==> src/rtl/pulse_gen_pkg.sv <==
// Shared types and defaults for the programmable single-pulse generator.
package pulse_gen_pkg;

    typedef enum logic [1:0] {
        ST_IDLE    = 2'd0,
        ST_DELAY   = 2'd1,
        ST_ACTIVE  = 2'd2,
        ST_HOLDOFF = 2'd3
    } state_t;

    localparam int CNT_W_DEF   = 16;
    localparam int HOLDOFF_DEF = 2;
    localparam int DROP_W_DEF  = 8;

    localparam int HOLDOFF_MIN = 1;
    localparam int HOLDOFF_MAX = 255;

    // Out-of-range holdoff values are pinned to the nearest legal bound.
    function automatic int holdoff_clamp(input int h);
        if (h < HOLDOFF_MIN) return HOLDOFF_MIN;
        if (h > HOLDOFF_MAX) return HOLDOFF_MAX;
        return h;
    endfunction

endpackage

==> src/rtl/pulse_edge_generation_sat_counter.sv <==
// Saturating up-counter with synchronous clear; one cycle from inc_i to cnt_o.
// No backpressure: increments beyond all-ones are discarded.
module sat_counter #(
    parameter int W = 8
) (
    input  logic         clk,
    input  logic         rst,
    input  logic         clr_i,
    input  logic         inc_i,
    output logic [W-1:0] cnt_o
);

    logic [W-1:0] cnt_q, cnt_d;

    always_comb begin
        cnt_d = cnt_q;
        if (clr_i) begin
            cnt_d = '0;
        end else if (inc_i && (cnt_q != '1)) begin
            cnt_d = cnt_q + W'(1);
        end
    end

    always_ff @(posedge clk) begin
        if (rst) begin
            cnt_q <= '0;
        end else begin
            cnt_q <= cnt_d;
        end
    end

    assign cnt_o = cnt_q;

endmodule

==> src/rtl/pulse_edge_generation.sv <==
// Single-pulse generator: start -> DELAY cycles -> WIDTH-cycle pulse -> HOLDOFF low cycles.
// Pulse rises D+1 cycles after the start cycle; starts while busy are dropped and counted.
module pulse_edge_generation
    import pulse_gen_pkg::*;
#(
    parameter int CNT_W   = CNT_W_DEF,
    parameter int HOLDOFF = HOLDOFF_DEF,
    parameter int DROP_W  = DROP_W_DEF
) (
    input  logic              clk,
    input  logic              rst,
    input  logic              i_start,
    input  logic              i_abort,
    input  logic [CNT_W-1:0]  i_delay,
    input  logic [CNT_W-1:0]  i_width,
    output logic              o_pulse,
    output logic              o_ready,
    output logic              o_done,
    output logic [DROP_W-1:0] o_drop_cnt
);

    localparam int               HOLD_EFF = holdoff_clamp(HOLDOFF);
    localparam logic [CNT_W-1:0] HOLD_LD  = CNT_W'(HOLD_EFF);
    localparam logic [CNT_W-1:0] ONE      = CNT_W'(1);

    state_t             state_q, state_d;
    logic [CNT_W-1:0]   cnt_q, cnt_d;
    logic [CNT_W-1:0]   width_q, width_d;
    logic [CNT_W-1:0]   width_clamp;
    logic               pulse_q, done_q, done_d;
    logic               accept;

    assign width_clamp = (i_width == '0) ? ONE : i_width;
    assign accept      = (state_q == ST_IDLE) && i_start && !i_abort;

    always_comb begin
        state_d = state_q;
        cnt_d   = cnt_q;
        width_d = width_q;
        done_d  = 1'b0;
        case (state_q)
            ST_IDLE: begin
                if (accept) begin
                    width_d = width_clamp;
                    if (i_delay != '0) begin
                        state_d = ST_DELAY;
                        cnt_d   = i_delay;
                    end else begin
                        state_d = ST_ACTIVE;
                        cnt_d   = width_clamp;
                    end
                end
            end
            ST_DELAY: begin
                if (i_abort) begin
                    state_d = ST_IDLE;
                    cnt_d   = '0;
                end else if (cnt_q == ONE) begin
                    state_d = ST_ACTIVE;
                    cnt_d   = width_q;
                end else begin
                    cnt_d = cnt_q - ONE;
                end
            end
            ST_ACTIVE: begin
                // Abort still passes through HOLDOFF so the low time is guaranteed.
                if (i_abort || (cnt_q == ONE)) begin
                    state_d = ST_HOLDOFF;
                    cnt_d   = HOLD_LD;
                    done_d  = !i_abort;
                end else begin
                    cnt_d = cnt_q - ONE;
                end
            end
            ST_HOLDOFF: begin
                if (cnt_q == ONE) begin
                    state_d = ST_IDLE;
                    cnt_d   = '0;
                end else begin
                    cnt_d = cnt_q - ONE;
                end
            end
            default: begin
                state_d = ST_IDLE;
                cnt_d   = '0;
            end
        endcase
    end

    always_ff @(posedge clk) begin
        if (rst) begin
            state_q <= ST_IDLE;
            cnt_q   <= '0;
            width_q <= '0;
            pulse_q <= 1'b0;
            done_q  <= 1'b0;
        end else begin
            state_q <= state_d;
            cnt_q   <= cnt_d;
            width_q <= width_d;
            pulse_q <= (state_d == ST_ACTIVE);
            done_q  <= done_d;
        end
    end

    sat_counter #(
        .W (DROP_W)
    ) u_drop_cnt (
        .clk   (clk),
        .rst   (rst),
        .clr_i (1'b0),
        .inc_i (i_start && (state_q != ST_IDLE)),
        .cnt_o (o_drop_cnt)
    );

    assign o_pulse = pulse_q;
    assign o_done  = done_q;
    assign o_ready = (state_q == ST_IDLE);

endmodule
==> config.mk <==
export PLATFORM = sky130hd
export DESIGN_NAME = pulse_edge_generation
export DESIGN_NICKNAME = d
export VERILOG_FILES = /design/src/rtl/pulse_gen_pkg.sv /design/src/rtl/pulse_edge_generation_sat_counter.sv /design/src/rtl/pulse_edge_generation.sv
export SDC_FILE = /design/constraint.sdc
export NUM_CORES = 1
export LEC_CHECK = 0
export ABC_AREA = 1
export CAP_MARGIN = 20
export CORE_AREA = 2 2 81 122
export CTS_CLUSTER_SIZE = 24
export DETAILED_ROUTE_END_ITERATION = 6
export DIE_AREA = 0 0 83 124
export DONT_BUFFER_PORTS = 1
export PLACE_DENSITY = 0.41
export RECOVER_POWER = 25
export SKIP_CTS_REPAIR_TIMING = 1
export SLEW_MARGIN = 20
export SYNTH_ARGS = -nofsm -noshare
export SYNTH_HDL_FRONTEND = slang
export SYNTH_SLANG_ARGS = --single-unit
export TNS_END_PERCENT = 5
==> constraint.sdc <==
create_clock -name clk -period 3.4 [get_ports clk]
set_input_delay 0.68 -clock clk [delete_from_list [all_inputs] [get_ports clk]]
set_output_delay 0.68 -clock clk [all_outputs]
set_load 0.005 [all_outputs]
* Word level (Yosys, flattened, before mapping)
Index checks and enable logic that the tools add are counted.
** Word-level totals
- Output and inout port bits :: 11
- Bits in registers :: 44
- Input bits :: 36
- Logic and storage cells :: 44
** Operators by class
- Bitwise operators :: 2
- Add/subtract/negate cells :: 2
- Multiplexer cells :: 15
- Equality and inequality tests :: 7
- Reduce and logical (&&, ||, !) cells :: 12
** Operator list (number)
- $mux 16 :: 7
- $pmux 16 s4 :: 1
- $eq 16x1->1 const B :: 1
- $logic_not 16->1 :: 1
- $reduce_bool 16->1 :: 1
- $sub 16x1->16 const B :: 1
- $mux 2 :: 6
- $add 8x1->8 const B :: 1
- $ne 8x8->1 const B :: 1
- $pmux 2 s4 :: 1
- $eq 2x2->1 const B :: 3
- $logic_and 1x1->1 :: 4
- $reduce_or 3->1 :: 1
- $eq 2x1->1 const B :: 1
- $logic_not 2->1 :: 1
- $ne 2x1->1 const B :: 1
- $not 1->1 :: 2
- $reduce_and 2->1 :: 1
- $reduce_bool 2->1 :: 1
- $logic_not 1->1 :: 1
- $logic_or 1x1->1 :: 1

* Logic depth before layout (Yosys ltp)
Gate-level depths: netlist of the first run.
- Word-level depth :: 6
- Gate-level depth with buffers :: 11

* Cells and area by module
From an unflattened synthesis of the first run, not the netlist that was laid out.
** Second synthesis, totals
- Cells, all modules :: 454
- Area total of the unflattened synthesis :: 2887.8 um^2
** Modules (own cells, without submodules)
- pulse_edge_generation :: area each 2427.3 um^2, instances 1, cells an instance 381
- sat_counter :: area each 460.4 um^2, instances 1, cells an instance 73

* Least setup slack after synthesis of the first run
OpenSTA, ideal clock, no wires.
- Path type :: input to register
- Start point :: in i_delay[15]
- End point :: reg cnt_q[11]
- Data arrival time :: 1598 ps
- Required time :: 3272 ps
- Stages :: 11
- Setup time :: 128 ps
- Buffers on the path :: 1
- Slack :: 1674 ps
- Cells stage by stage :: nor2_1 > nand2_1 > nor2_2 > nand2_1 > nand2_1 > inv_1 > buf_4 > nand2_1 > nand3_1 > nor2_1 > nor2_1
** On the way
- Word-level cells in the longest chain between the ends :: 4
** Ends and longest elaborated chain
- start, declared :: line pulse_edge_generation.sv:14 : input logic [CNT_W-1:0] i_delay,
- $reduce_bool 16->1 :: line pulse_edge_generation.sv:45 : if (i_delay != '0) begin
- $mux 16 :: line pulse_edge_generation.sv:45
- $mux 16 :: line pulse_edge_generation.sv:43 : if (accept) begin
- $pmux 16 s4 :: line pulse_edge_generation.sv:41 : case (state_q)
- end signal, assigned :: line pulse_edge_generation.sv:99 : cnt_q <= cnt_d;
- end, declared :: line pulse_edge_generation.sv:27 : logic [CNT_W-1:0] cnt_q, cnt_d;
No other way between the ends. The select of a mux whose other input is x is not followed.
A chain may end at the register's enable or synchronous reset.

* Worst setup path in the final report of the first run
- Start point :: reg state_q[1]
- End point :: reg cnt_q[0]
** On the way
- Word-level cells in the longest chain between the ends :: 4
- Elaborated cells on any way between the ends :: 8
** Ends and longest elaborated chain
- start, declared :: line pulse_edge_generation.sv:26 : state_t state_q, state_d;
- start signal, assigned :: line pulse_edge_generation.sv:98 : state_q <= state_d;
- $logic_not 2->1 (*)
- named net o_ready :: line pulse_edge_generation.sv:17 : output logic o_ready,
- $logic_and 1x1->1 (2 in a row) :: line pulse_edge_generation.sv:34 : assign accept = (state_q == ST_IDLE) && i_start && !i_abort;
- $ne 2x1->1 (no line)
Mark *: on every way through the listed nets, which the timed path passes. The rest lies on a longest branch.

==> impl_metrics.py, run 1 <==
metrics = {
    "run_status": {
        "status": "finished, final reports clean",
    },
    "drt": {
        "vias_per_cell": 4.90,
        "wl_per_cell_microns": 16.0,
        "finalWirelength_microns": 8730,
        "vias": 2674,
        "drt_first_pass_iters": 4,
        "drt.antenna.violating_nets": 0,
        "dr.first_iter.drc_count": 107,
        "drcViolationCount": 0,
    },
    "placement": {
        "gp_congestion": 0.846,
        "place_ws_ns": 1.25,
        "placedCellCount": 538,
        "io_buffers": 0,
        "hpwl_microns": 6820,
    },
    "grt": {
        "grtUsageTotal": 0.174,
        "overflow": 0,
        "grt_max_degree": 36,
        "antenna_found_initial": 0,
        "grt_pass1_vias": 2596,
        "grt_pass1_wl_microns": 13700,
    },
    "timing": {
        "slew_headroom": 0.526,
        "clock.fmax_ghz": 0.477,
        "rsz0062_at_grt": "false",
        "period_share": 0.616,
        "setup-violations-final": 0,
        "finalHoldViolCount": 0,
        "fin_crit_ns": 2.09,
        "drv_slew": 0,
        "postLayoutSetupSlackWorst_ns": 1.31,
        "fin_tns_setup_ns": 0,
        "tightest_slew_ns": 0.710,
        "clock_skew_ns": 0.00345,
    },
    "die": {
        "ios": 47,
        "placementRows": 43,
        "dieArea_sq_mm": 0.0103,
        "core_area_sq_mm": 0.00920,
        "die_x_microns": 83,
        "start_util": 0.296,
        "die_h_microns": 124,
    },
    "finish": {
        "final_nets": 472,
        "nFillCells": 1053,
        "diodes": 0,
        "final_cell_mix": "116 x nand2_1, 61 x nor2_1, 58 x inv_1, 44 x dfxtp_1, 39 x nand3_1",
        "final_cells": 546,
        "final_common_cell": "nand2_1",
        "area_growth_pct": 8.21,
        "layout-drive-gt1-share": 0.0714,
    },
    "power_and_ir_drop": {
        "combPwrFrac": 0.185,
        "power.internal_uw": 981,
        "sequentialPowerShare": 0.404,
        "p_clk_frac": 0.411,
        "vdd_drop_max_mv": 0.197,
        "leakage_nw": 1.34,
        "p_sw_frac": 0.308,
        "switchingPower_uw": 438,
        "p_per_area_mw_per_mm2": 481,
    },
    "critical_path": {
        "crit_path_max_fanout": 35,
        "start_kind": "register",
        "crit_arrival_ns": 2.33,
        "path_class": "reg2reg",
        "r2r_start": "state_q[1]",
        "crit_start": "state_q[1]",
        "critical_path_required_ns": 3.64,
        "r2r-end": "cnt_q[0]",
        "cp-end-kind": "register",
        "reg2regPathDepth": 9,
        "r2r_slack_ns": 1.31,
    },
    "synth": {
        "synth.distinct_cells": 33,
        "synth_nets": 476,
        "netlist_area_sq_mm": 0.00273,
        "ys_warn_count": 0,
        "ys_seq_elements": 44,
        "seq_area_frac_synth": 0.323,
        "syn_area_per_cell_sq_um": 6.24,
        "synthesis.instances": 437,
    },
    "worst_hold_path": {
        "min_to": "u_drop_cnt.cnt_o[7]",
        "worstHoldPathType": "in2reg",
        "min_path_cells": 1,
        "min-delay-start": "rst",
    },
    "cts": {
        "cts_buffer_depth": 2,
        "clock-root-buffer": "clkbuf_16",
        "clock_latency_ns": 0.30,
        "tritoncts": "yes",
        "clk_transition_reported_paths_ns": 0.07,
        "cts_buffers": 5,
        "clock_sinks": 44,
        "ctsHtreeMaxLevel": 2,
    },
    "run": {
        "cap_violations": 0,
    },
}
power groups by stage:
stage | Combinational, mW | Sequential [mW] | Clock [mW]
after global placement | 0.265 | 0.585 | 0
final | 0.262 | 0.573 | 0.583
after CTS | 0.268 | 0.574 | 0.603
after global routing | 0.303 | 0.577 | 0.622
after detailed placement | 0.266 | 0.586 | 0
after floorplan | 0.214 | 0.578 | 0
cells by family (layout without fill, tap and decap cells):
kind of cell	Yosys count	count (layout)	share of synthesized area
simple gates	244	244	0.402
buf+inv	74	71	0.114
xor+xnor	7	7	0.0225
compound gates	65	65	0.125
fa+ha+maj	3	3	0.0138
flops	44	44	0.323
state kept, by name, summed over array words and instances, names as in the netlist:
| register | count |
|---|---|
| o_pulse | 1 |
| width_q | 16 |
| u_drop_cnt.cnt_o | 8 |
| o_done | 1 |
| state_q | 2 |
| cnt_q | 16 |
worst max path at each step:
stage	endpoint	slack, ns	depth (start not counted)
6_report	cnt_q[0]	1.31	9
5_1_grt	cnt_q[0]	1.07	9
4_1_cts	cnt_q[0]	1.54	9
3_5_place_dp	cnt_q[0]	1.25	9
3_3_place_gp	cnt_q[12]	1.28	9
2_1_floorplan	cnt_q[11]	1.67	11
critical path, stage by stage, from the launching register on:
cell and delay, ns:
dfxtp_1 0.36, nor2_1 0.26, nand3_1 0.27, inv_4 0.34, nand2_1 0.13, inv_1 0.36, nand2_1 0.11, nand3_1 0.10
nor2_1 0.04, nor2_1 0.07
cells in the mapped netlist:
cell type / n / area (sq um)
nand3_2: 2 / 20.0
a31oi_1: 1 / 6.26
buf_2: 3 / 15.0
o21ai_1: 6 / 30.0
o21ai_0: 27 / 135
o211ai_2: 1 / 12.5
nor2_4: 4 / 45.0
inv_2: 2 / 7.51
nor3_2: 1 / 10.0
buf_4: 2 / 15.0
nor3_1: 1 / 5.00
inv_4: 2 / 12.5
nor2_1: 60 / 225
clkinv_2: 1 / 5.00
o21bai_1: 1 / 7.51
clkbuf_1: 4 / 15.0
nor2_2: 7 / 43.8
buf_6: 2 / 22.5
a21oi_1: 27 / 135
inv_1: 58 / 218
xor2_1: 6 / 52.6
a21o_1: 1 / 7.51
and2_1: 1 / 6.26
dfxtp_1: 44 / 881
nand2_2: 2 / 12.5
nand3_1: 38 / 190
o22ai_1: 1 / 6.26
xnor2_1: 1 / 8.76
nand4_1: 9 / 56.3
ha_1: 3 / 37.5
nand3_4: 2 / 35.0
nand2_4: 1 / 11.3
nand2_1: 116 / 435
cell type report:
type                            count  area [sq um]  share of cell area
Inverter                           63           243              0.0823
Tap cell                          112           140              0.0475
Multi-Input combinational cell    319          1520               0.514
Clock buffer                        5           125              0.0424
Clock inverter                      3          46.3              0.0157
Sequential cell                    44           881               0.299
per-stage QoR:
step / total power, mW / hold WS [ns] / util / cell area (sq um)
2_1_floorplan: 0.792 / 0.445 / - / 2730
3_3_place_gp: 0.850 / 0.474 / 0.304 / 2800
3_5_place_dp: 0.852 / 0.481 / 0.304 / 2800
4_1_cts: 1.44 / 0.436 / 0.323 / 2970
5_1_grt: 1.50 / 0.435 / 0.321 / 2950
6_report: 1.42 / 0.444 / 0.321 / 2950
routing by layer:
metal | vias up | GRT usage | wire (microns) | share of wire
li1 | 1372 | - | - | -
met1 | 1222 | 0.196 | 3570 | 0.41
met2 | 66 | 0.315 | 4440 | 0.51
met3 | 14 | 0.0351 | 412 | 0.047
met4 | 0 | 0.0799 | 311 | 0.036
met5 | - | 0 | 0 | 0
Note: power is estimated with default switching activity, not from simulation.
==> run 2, diff against run 1 <==
--- a/config.mk
+++ b/config.mk
@@ -5,12 +5,12 @@
 export SDC_FILE = /design/constraint.sdc
 export NUM_CORES = 1
 export LEC_CHECK = 0
-export ABC_AREA = 1
+export ABC_AREA = 0
 export CAP_MARGIN = 20
-export CORE_AREA = 2 2 81 122
+export CORE_AREA = 2 2 76 115
 export CTS_CLUSTER_SIZE = 24
 export DETAILED_ROUTE_END_ITERATION = 6
-export DIE_AREA = 0 0 83 124
+export DIE_AREA = 0 0 78 117
 export DONT_BUFFER_PORTS = 1
 export PLACE_DENSITY = 0.41
 export RECOVER_POWER = 25
==> constraint.sdc (replaced) <==
create_clock -name clk -period 2 [get_ports clk]
set_input_delay 0.4 -clock clk [delete_from_list [all_inputs] [get_ports clk]]
set_output_delay 0.4 -clock clk [all_outputs]
set_load 0.005 [all_outputs]
==> run 2 against run 1 <==
Area after synthesis fell by 13%. Sequential power rose by 67%. Combinational power rose by 65%. Wire length fell by 5.6%. Sequential share of layout area rose by 0.32 points. Register-to-register slack got worse by 1.2 ns. Fmax rose by 11%. Critical path depth fell by 4. Largest power group is now sequential cells. Highest routed layer unchanged.
==> impl_metrics.py, run 2 <==
metrics = {
    "worst_hold_path": {
        "worstHoldPathType": "in2reg",
    },
    "drt": {
        "vias": 2312,
        "finalWirelength_microns": 8250,
        "drt.antenna.violating_nets": 0,
        "wl_per_cell_microns": 19.0,
        "drt_first_pass_iters": 4,
        "drcViolationCount": 0,
        "vias_per_cell": 5.31,
        "dr.first_iter.drc_count": 106,
    },
    "synth": {
        "synth_top_area_share": 0.370,
        "synth_area_leaders": "dfxtp_1 37%, a21oi_1 7.8%, nand2_1 6.8%, o21ai_0 3.4%, nor2_1 3.3%",
        "syn_area_per_cell_sq_um": 7.86,
        "ys.flop_type": "dfxtp_1",
        "ys_warn_count": 0,
        "yosysTopAreaCell": "dfxtp_1",
        "synth_edf_count": 0,
        "synth_nets": 342,
        "synthesis.instances": 303,
        "seq_area_frac_synth": 0.370,
        "synth_most_common_cell": "dfxtp_1",
        "synthArstFlopShare": 0,
        "ys_seq_elements": 44,
        "synth_commonest_cells": "44 x dfxtp_1, 43 x nand2_1, 37 x a21oi_1, 21 x nor2_1, 16 x o21ai_0",
        "netlist_area_sq_mm": 0.00238,
        "synth.distinct_cells": 47,
    },
    "cts": {
        "clk_transition_reported_paths_ns": 0.06,
        "clock-root-buffer": "clkbuf_16",
        "ctsHtreeMaxLevel": 2,
        "cts_buffer_depth": 2,
        "clock_latency_ns": 0.29,
        "tritoncts": "yes",
        "clock_sinks": 44,
        "cts_buffers": 5,
    },
    "critical_path": {
        "crit_buf_inv": 0,
        "max_stage_delay_ns": 0.48,
        "path_class": "reg2reg",
        "start_kind": "register",
        "critical_path_required_ns": 2.24,
        "crit_arrival_ns": 2.12,
        "crit_chain": "nor4_2 -> nand4_2 -> or4_1 -> a31oi_1 -> and2_1",
        "crit_family": "simple AND/OR/NAND/NOR gates",
        "critPathSlowestCell": "nor4_2",
        "crit_path_max_fanout": 4,
        "cp-end-kind": "register",
    },
    "die": {
        "start_util": 0.290,
        "dieArea_sq_mm": 0.00913,
        "placementRows": 41,
        "core_area_sq_mm": 0.00821,
        "die_h_microns": 117,
        "ios": 47,
        "die_x_microns": 78,
    },
    "timing": {
        "tightest_slew_ns": 0.543,
        "finalHoldViolCount": 0,
        "postLayoutSetupSlackWorst_ns": 0.120,
        "clock_skew_ns": 0.00380,
        "fin_crit_ns": 1.88,
        "drv_slew": 0,
        "clock.fmax_ghz": 0.532,
        "hold-worst-slack_ns": 0.176,
        "slew_headroom": 0.635,
        "period_share": 0.940,
        "setup-violations-final": 0,
        "rsz0062_at_grt": "true",
        "fin_tns_setup_ns": 0,
    },
    "grt": {
        "antenna_found_initial": 0,
        "grt_pass1_vias": 2395,
        "overflow": 0,
        "grt_pass1_wl_microns": 13000,
        "grt_max_degree": 44,
        "grtUsageTotal": 0.190,
    },
    "power_and_ir_drop": {
        "power.total_mw": 2.34,
        "p_per_area_mw_per_mm2": 802,
        "leakage_nw": 1.05,
        "vdd_drop_max_mv": 0.324,
    },
    "finish": {
        "nFillCells": 921,
        "layout-drive-gt1-share": 0.152,
        "final_common_cell": "dfxtp_1",
        "area_growth_pct": 22.5,
        "diodes": 0,
        "fin_util": 0.356,
        "final_cell_mix": "44 x dfxtp_1, 43 x nand2_1, 37 x a21oi_1, 31 x buf_4, 20 x nor2_1",
        "final_nets": 366,
    },
    "placement": {
        "hpwl_microns": 5990,
        "gp_congestion": 0.844,
        "place_ws_ns": -0.222,
        "io_buffers": 0,
    },
    "run": {
        "cap_violations": 0,
    },
    "run_status": {
        "status": "finished, final reports clean",
    },
}
==> run 2: worst reg2reg max path, delay by kind of cell, from the launching register on <==
kind / cells / cell delay [ns]
DFF: 1 / 0.32
and+or+nand+nor: 4 / 1.30
AOI/OAI and AO/OA: 1 / 0.21
==> run 2: through the flow <==
stage,cells,instance area (sq um)
after floorplan,303,2380
after global placement,426,2740
after detailed placement,426,2740
after CTS,434,2910
after global routing,435,2920
final,435,2920
==> run 2: worst paths after layout <==
kind                            cells past startpoint         from  slack [ns]        end
worst max-delay path                                5     cnt_q[8]        0.12    o_pulse
worst min-delay path                                1      i_abort        0.18     o_done
worst max register to register                      5     cnt_q[8]        0.12    o_pulse
worst min register to register                      2  width_q[13]        0.45  cnt_q[13]
==> run 2: area by class of cell <==
cell class | instances | area, sq um | share of cell area
clock buffer | 5 | 125 | 0.0429
clock inverter | 3 | 42.5 | 0.0146
inverter | 5 | 18.8 | 0.00643
multi-input combinational | 236 | 1420 | 0.487
sequential | 44 | 881 | 0.302
tap | 107 | 134 | 0.0459
timing repair buffer | 35 | 297 | 0.102
==> run 2: power by group <==
part           switching [mW]  leakage, nW  internal, mW
combinational           0.226        0.609         0.205
sequential             0.0357        0.359         0.922
clock                   0.364       0.0798         0.587
total                   0.625         1.05          1.71
==> run 2: kinds of logic (layout without fill, tap and decap cells) <==
| logic type | Yosys count | after routing | synth area share |
|---|---|---|---|
| buffers and inverters | 23 | 48 | 0.0373 |
| muxes | 1 | 1 | 0.00420 |
| DFF | 44 | 44 | 0.370 |
| adders and majority gates | 4 | 4 | 0.0200 |
| xor gates and xnor gates | 17 | 17 | 0.0625 |
| AOI/OAI and AO/OA | 98 | 98 | 0.256 |
| and+or+nand+nor | 116 | 116 | 0.251 |
==> run 2: routing by layer <==
layer,share of wire,up-vias,GRT usage
met4,0.013,0,0.0585
met5,0,-,0
li1,-,1152,-
met2,0.51,61,0.342
met3,0.069,7,0.0598
met1,0.41,1092,0.214
==> run 3, diff against run 2 <==
--- a/config.mk
+++ b/config.mk
@@ -7,10 +7,10 @@
 export LEC_CHECK = 0
 export ABC_AREA = 0
 export CAP_MARGIN = 20
-export CORE_AREA = 2 2 76 115
+export CORE_AREA = 2 2 78 117
 export CTS_CLUSTER_SIZE = 24
 export DETAILED_ROUTE_END_ITERATION = 6
-export DIE_AREA = 0 0 78 117
+export DIE_AREA = 0 0 80 119
 export DONT_BUFFER_PORTS = 1
 export PLACE_DENSITY = 0.41
 export RECOVER_POWER = 25
@@ -18,5 +18,6 @@
 export SLEW_MARGIN = 20
 export SYNTH_ARGS = -nofsm -noshare
 export SYNTH_HDL_FRONTEND = slang
+export SYNTH_HIERARCHICAL = 1
 export SYNTH_SLANG_ARGS = --single-unit
 export TNS_END_PERCENT = 5
==> run 3 against run 2 <==
Critical endpoint is now cnt_q[1]. Design area decreased by 1.1%. Worst hold slack improved by 0.0012 ns. Total power decreased by 5.6%. Setup slack got worse by 0.081 ns. Sequential power about the same. Non-clock buffer count decreased by 10. Core utilization decreased by 2.1 points. Clock power decreased by 8.8%. First-iteration DRC count increased by 16%. Register-to-register slack got worse by 0.08 ns. Wire length decreased by 0.92%. Die area increased by 4.3%.
==> impl_metrics.py, run 3 <==
metrics = {
    "critical_path": {
        "cp-end-kind": "register",
        "r2r-end": "cnt_q[1]",
        "critical_path_required_ns": 2.20,
        "reg2regPathDepth": 6,
        "path_class": "reg2reg",
        "crit_start": "cnt_q[8]",
        "crit_path_max_fanout": 14,
        "start_kind": "register",
        "r2r_slack_ns": 0.04,
        "r2r_start": "cnt_q[8]",
        "crit_arrival_ns": 2.16,
    },
    "power_and_ir_drop": {
        "combPwrFrac": 0.175,
        "power.internal_mw": 1.59,
        "leakage_nw": 1.03,
        "p_clk_frac": 0.393,
        "p_per_area_mw_per_mm2": 765,
        "switchingPower_uw": 620,
        "vdd_drop_max_mv": 0.346,
        "sequentialPowerShare": 0.433,
        "p_sw_frac": 0.281,
    },
    "worst_hold_path": {
        "worstHoldPathType": "in2reg",
        "min-delay-start": "rst",
        "min_path_cells": 1,
        "min_to": "width_q[4]",
    },
    "grt": {
        "grt_pass1_vias": 2494,
        "grt_pass1_wl_microns": 13200,
        "grt_max_degree": 43,
        "antenna_found_initial": 0,
        "overflow": 0,
        "grtUsageTotal": 0.182,
    },
    "placement": {
        "io_buffers": 0,
        "hpwl_microns": 6200,
        "placed_cell_area_sq_mm": 0.00274,
        "placedCellCount": 431,
        "gp_congestion": 0.777,
        "place_ws_ns": 0.0443,
    },
    "drt": {
        "dr.first_iter.drc_count": 123,
        "drcViolationCount": 0,
        "vias": 2361,
        "drt_first_pass_iters": 4,
        "drt.antenna.violating_nets": 0,
        "finalWirelength_microns": 8170,
        "vias_per_cell": 5.38,
        "wl_per_cell_microns": 18.6,
    },
    "timing": {
        "hold-worst-slack_ns": 0.177,
        "fin_crit_ns": 1.96,
        "setup-violations-final": 0,
        "tightest_slew_ns": 0.605,
        "finalHoldViolCount": 0,
        "period_share": 0.980,
        "postLayoutSetupSlackWorst_ns": 0.0400,
        "slew_headroom": 0.597,
        "clock.fmax_ghz": 0.510,
        "drv_slew": 0,
        "clock_skew_ns": 0.00909,
        "rsz0062_at_grt": "true",
    },
    "synth": {
        "netlist_area_sq_mm": 0.00247,
        "ys_seq_elements": 44,
        "yosysTopAreaCell": "dfxtp_1",
        "synthArstFlopShare": 0,
        "seq_area_frac_synth": 0.356,
        "synth_commonest_cells": "54 x nand2_1, 44 x dfxtp_1, 38 x a21oi_1, 15 x nor2_1, 13 x nor3_1",
        "synth.distinct_cells": 54,
        "ys_warn_count": 6,
        "synth_area_leaders": "dfxtp_1 36%, nand2_1 8.2%, a21oi_1 7.7%, a22oi_1 3.0%, a31oi_1 3.0%",
        "synth_top_area_share": 0.356,
        "syn_area_per_cell_sq_um": 8.06,
        "ys.flop_type": "dfxtp_1",
        "synth_edf_count": 0,
        "synth_most_common_cell": "nand2_1",
        "synthesis.instances": 307,
    },
    "die": {
        "die_x_microns": 80,
        "placementRows": 42,
        "dieArea_sq_mm": 0.00952,
        "ios": 47,
        "start_util": 0.287,
        "core_area_sq_mm": 0.00862,
        "die_h_microns": 119,
    },
    "finish": {
        "diodes": 0,
        "layout-drive-gt1-share": 0.146,
        "final_nets": 367,
        "area_growth_pct": 16.6,
        "final_common_cell": "nand2_1",
        "final_cell_mix": "53 x nand2_1, 44 x dfxtp_1, 38 x a21oi_1, 24 x buf_4, 15 x nor2_1",
        "final_cells": 439,
        "fin_area_sq_mm": 0.00289,
        "fin_util": 0.335,
    },
    "cts": {
        "clock-root-buffer": "clkbuf_16",
        "tritoncts": "yes",
        "clock_sinks": 44,
        "cts_buffers": 5,
        "clock_latency_ns": 0.30,
        "clk_transition_reported_paths_ns": 0.06,
        "cts_buffer_depth": 2,
        "ctsHtreeMaxLevel": 2,
    },
    "run_status": {
        "status": "finished, final reports clean",
    },
    "run": {
        "cap_violations": 0,
    },
}
==> run 3: changes by cell type in the layout (fill, tap and decap cells not counted), sizes merged, moves of 7 or more <==
| cell | delta |
|---|---|
| nand2 | +11 |
| buf | -10 |
| a21o | -8 |
| a31oi | +8 |
| o21ai | -7 |
==> run 3: how the worst max path moves through the flow <==
stage          endpoint  cells after the start
2_1_floorplan  cnt_q[0]                      7
3_3_place_gp   cnt_q[4]                      6
3_5_place_dp   cnt_q[4]                      6
4_1_cts        cnt_q[4]                      6
5_1_grt        cnt_q[3]                      6
6_report       cnt_q[1]                      6
==> run 3: worst max-delay path: stages (launching register included) <==
cell and delay [ns]:
dfxtp_1 0.31, or4_4 0.58, nor4_4 0.23, and2_4 0.32
nand3_2 0.08, o311a_2 0.14, nor4_2 0.21
==> run 3: layout make-up <==
cell class / count / area, sq um
inverter: 6 / 22.5
clock buffer: 7 / 143
sequential: 44 / 881
multi-input combinational: 246 / 1510
clock inverter: 1 / 7.51
fill: 992 / 5730
tap: 110 / 138
timing repair buffer: 25 / 185
==> run 3: power groups by stage <==
stage / combinational [mW] / sequential, mW / clock [mW]
finish: 0.386 / 0.956 / 0.867
detailed placement: 0.390 / 0.976 / 0
global route: 0.433 / 0.961 / 0.916
CTS: 0.395 / 0.956 / 0.892
floorplan: 0.273 / 0.966 / 0
global placement: 0.393 / 0.976 / 0
==> run 3: metal layers <==
layer / vias up / wire length, microns / global-route usage
li1: 1176 / - / -
met1: 1124 / 3190 / 0.203
met2: 54 / 4500 / 0.339
met3: 7 / 376 / 0.0379
met4: 0 / 99 / 0.0498
met5: - / 0 / 0
==> run 3: per-stage QoR <==
step / setup TNS, ns / total power, mW
floorplan: 0 / 1.24
global placement: 0 / 1.37
detailed placement: 0 / 1.37
CTS: 0 / 2.24
global route: -0.233 / 2.31
finish: 0 / 2.21
==> run 3: logic make-up after synthesis <==
logic type | Yosys count | synth area share
AND/OR/NAND/NOR | 128 | 0.271
flip-flops | 44 | 0.356
other | 1 | 0.00152
XOR/XNOR | 8 | 0.0283
adder cells (fa/ha/maj) | 4 | 0.0192
multiplexers | 4 | 0.0162
buffers and inverters | 22 | 0.0465
AO/OA/AOI/OAI | 96 | 0.261
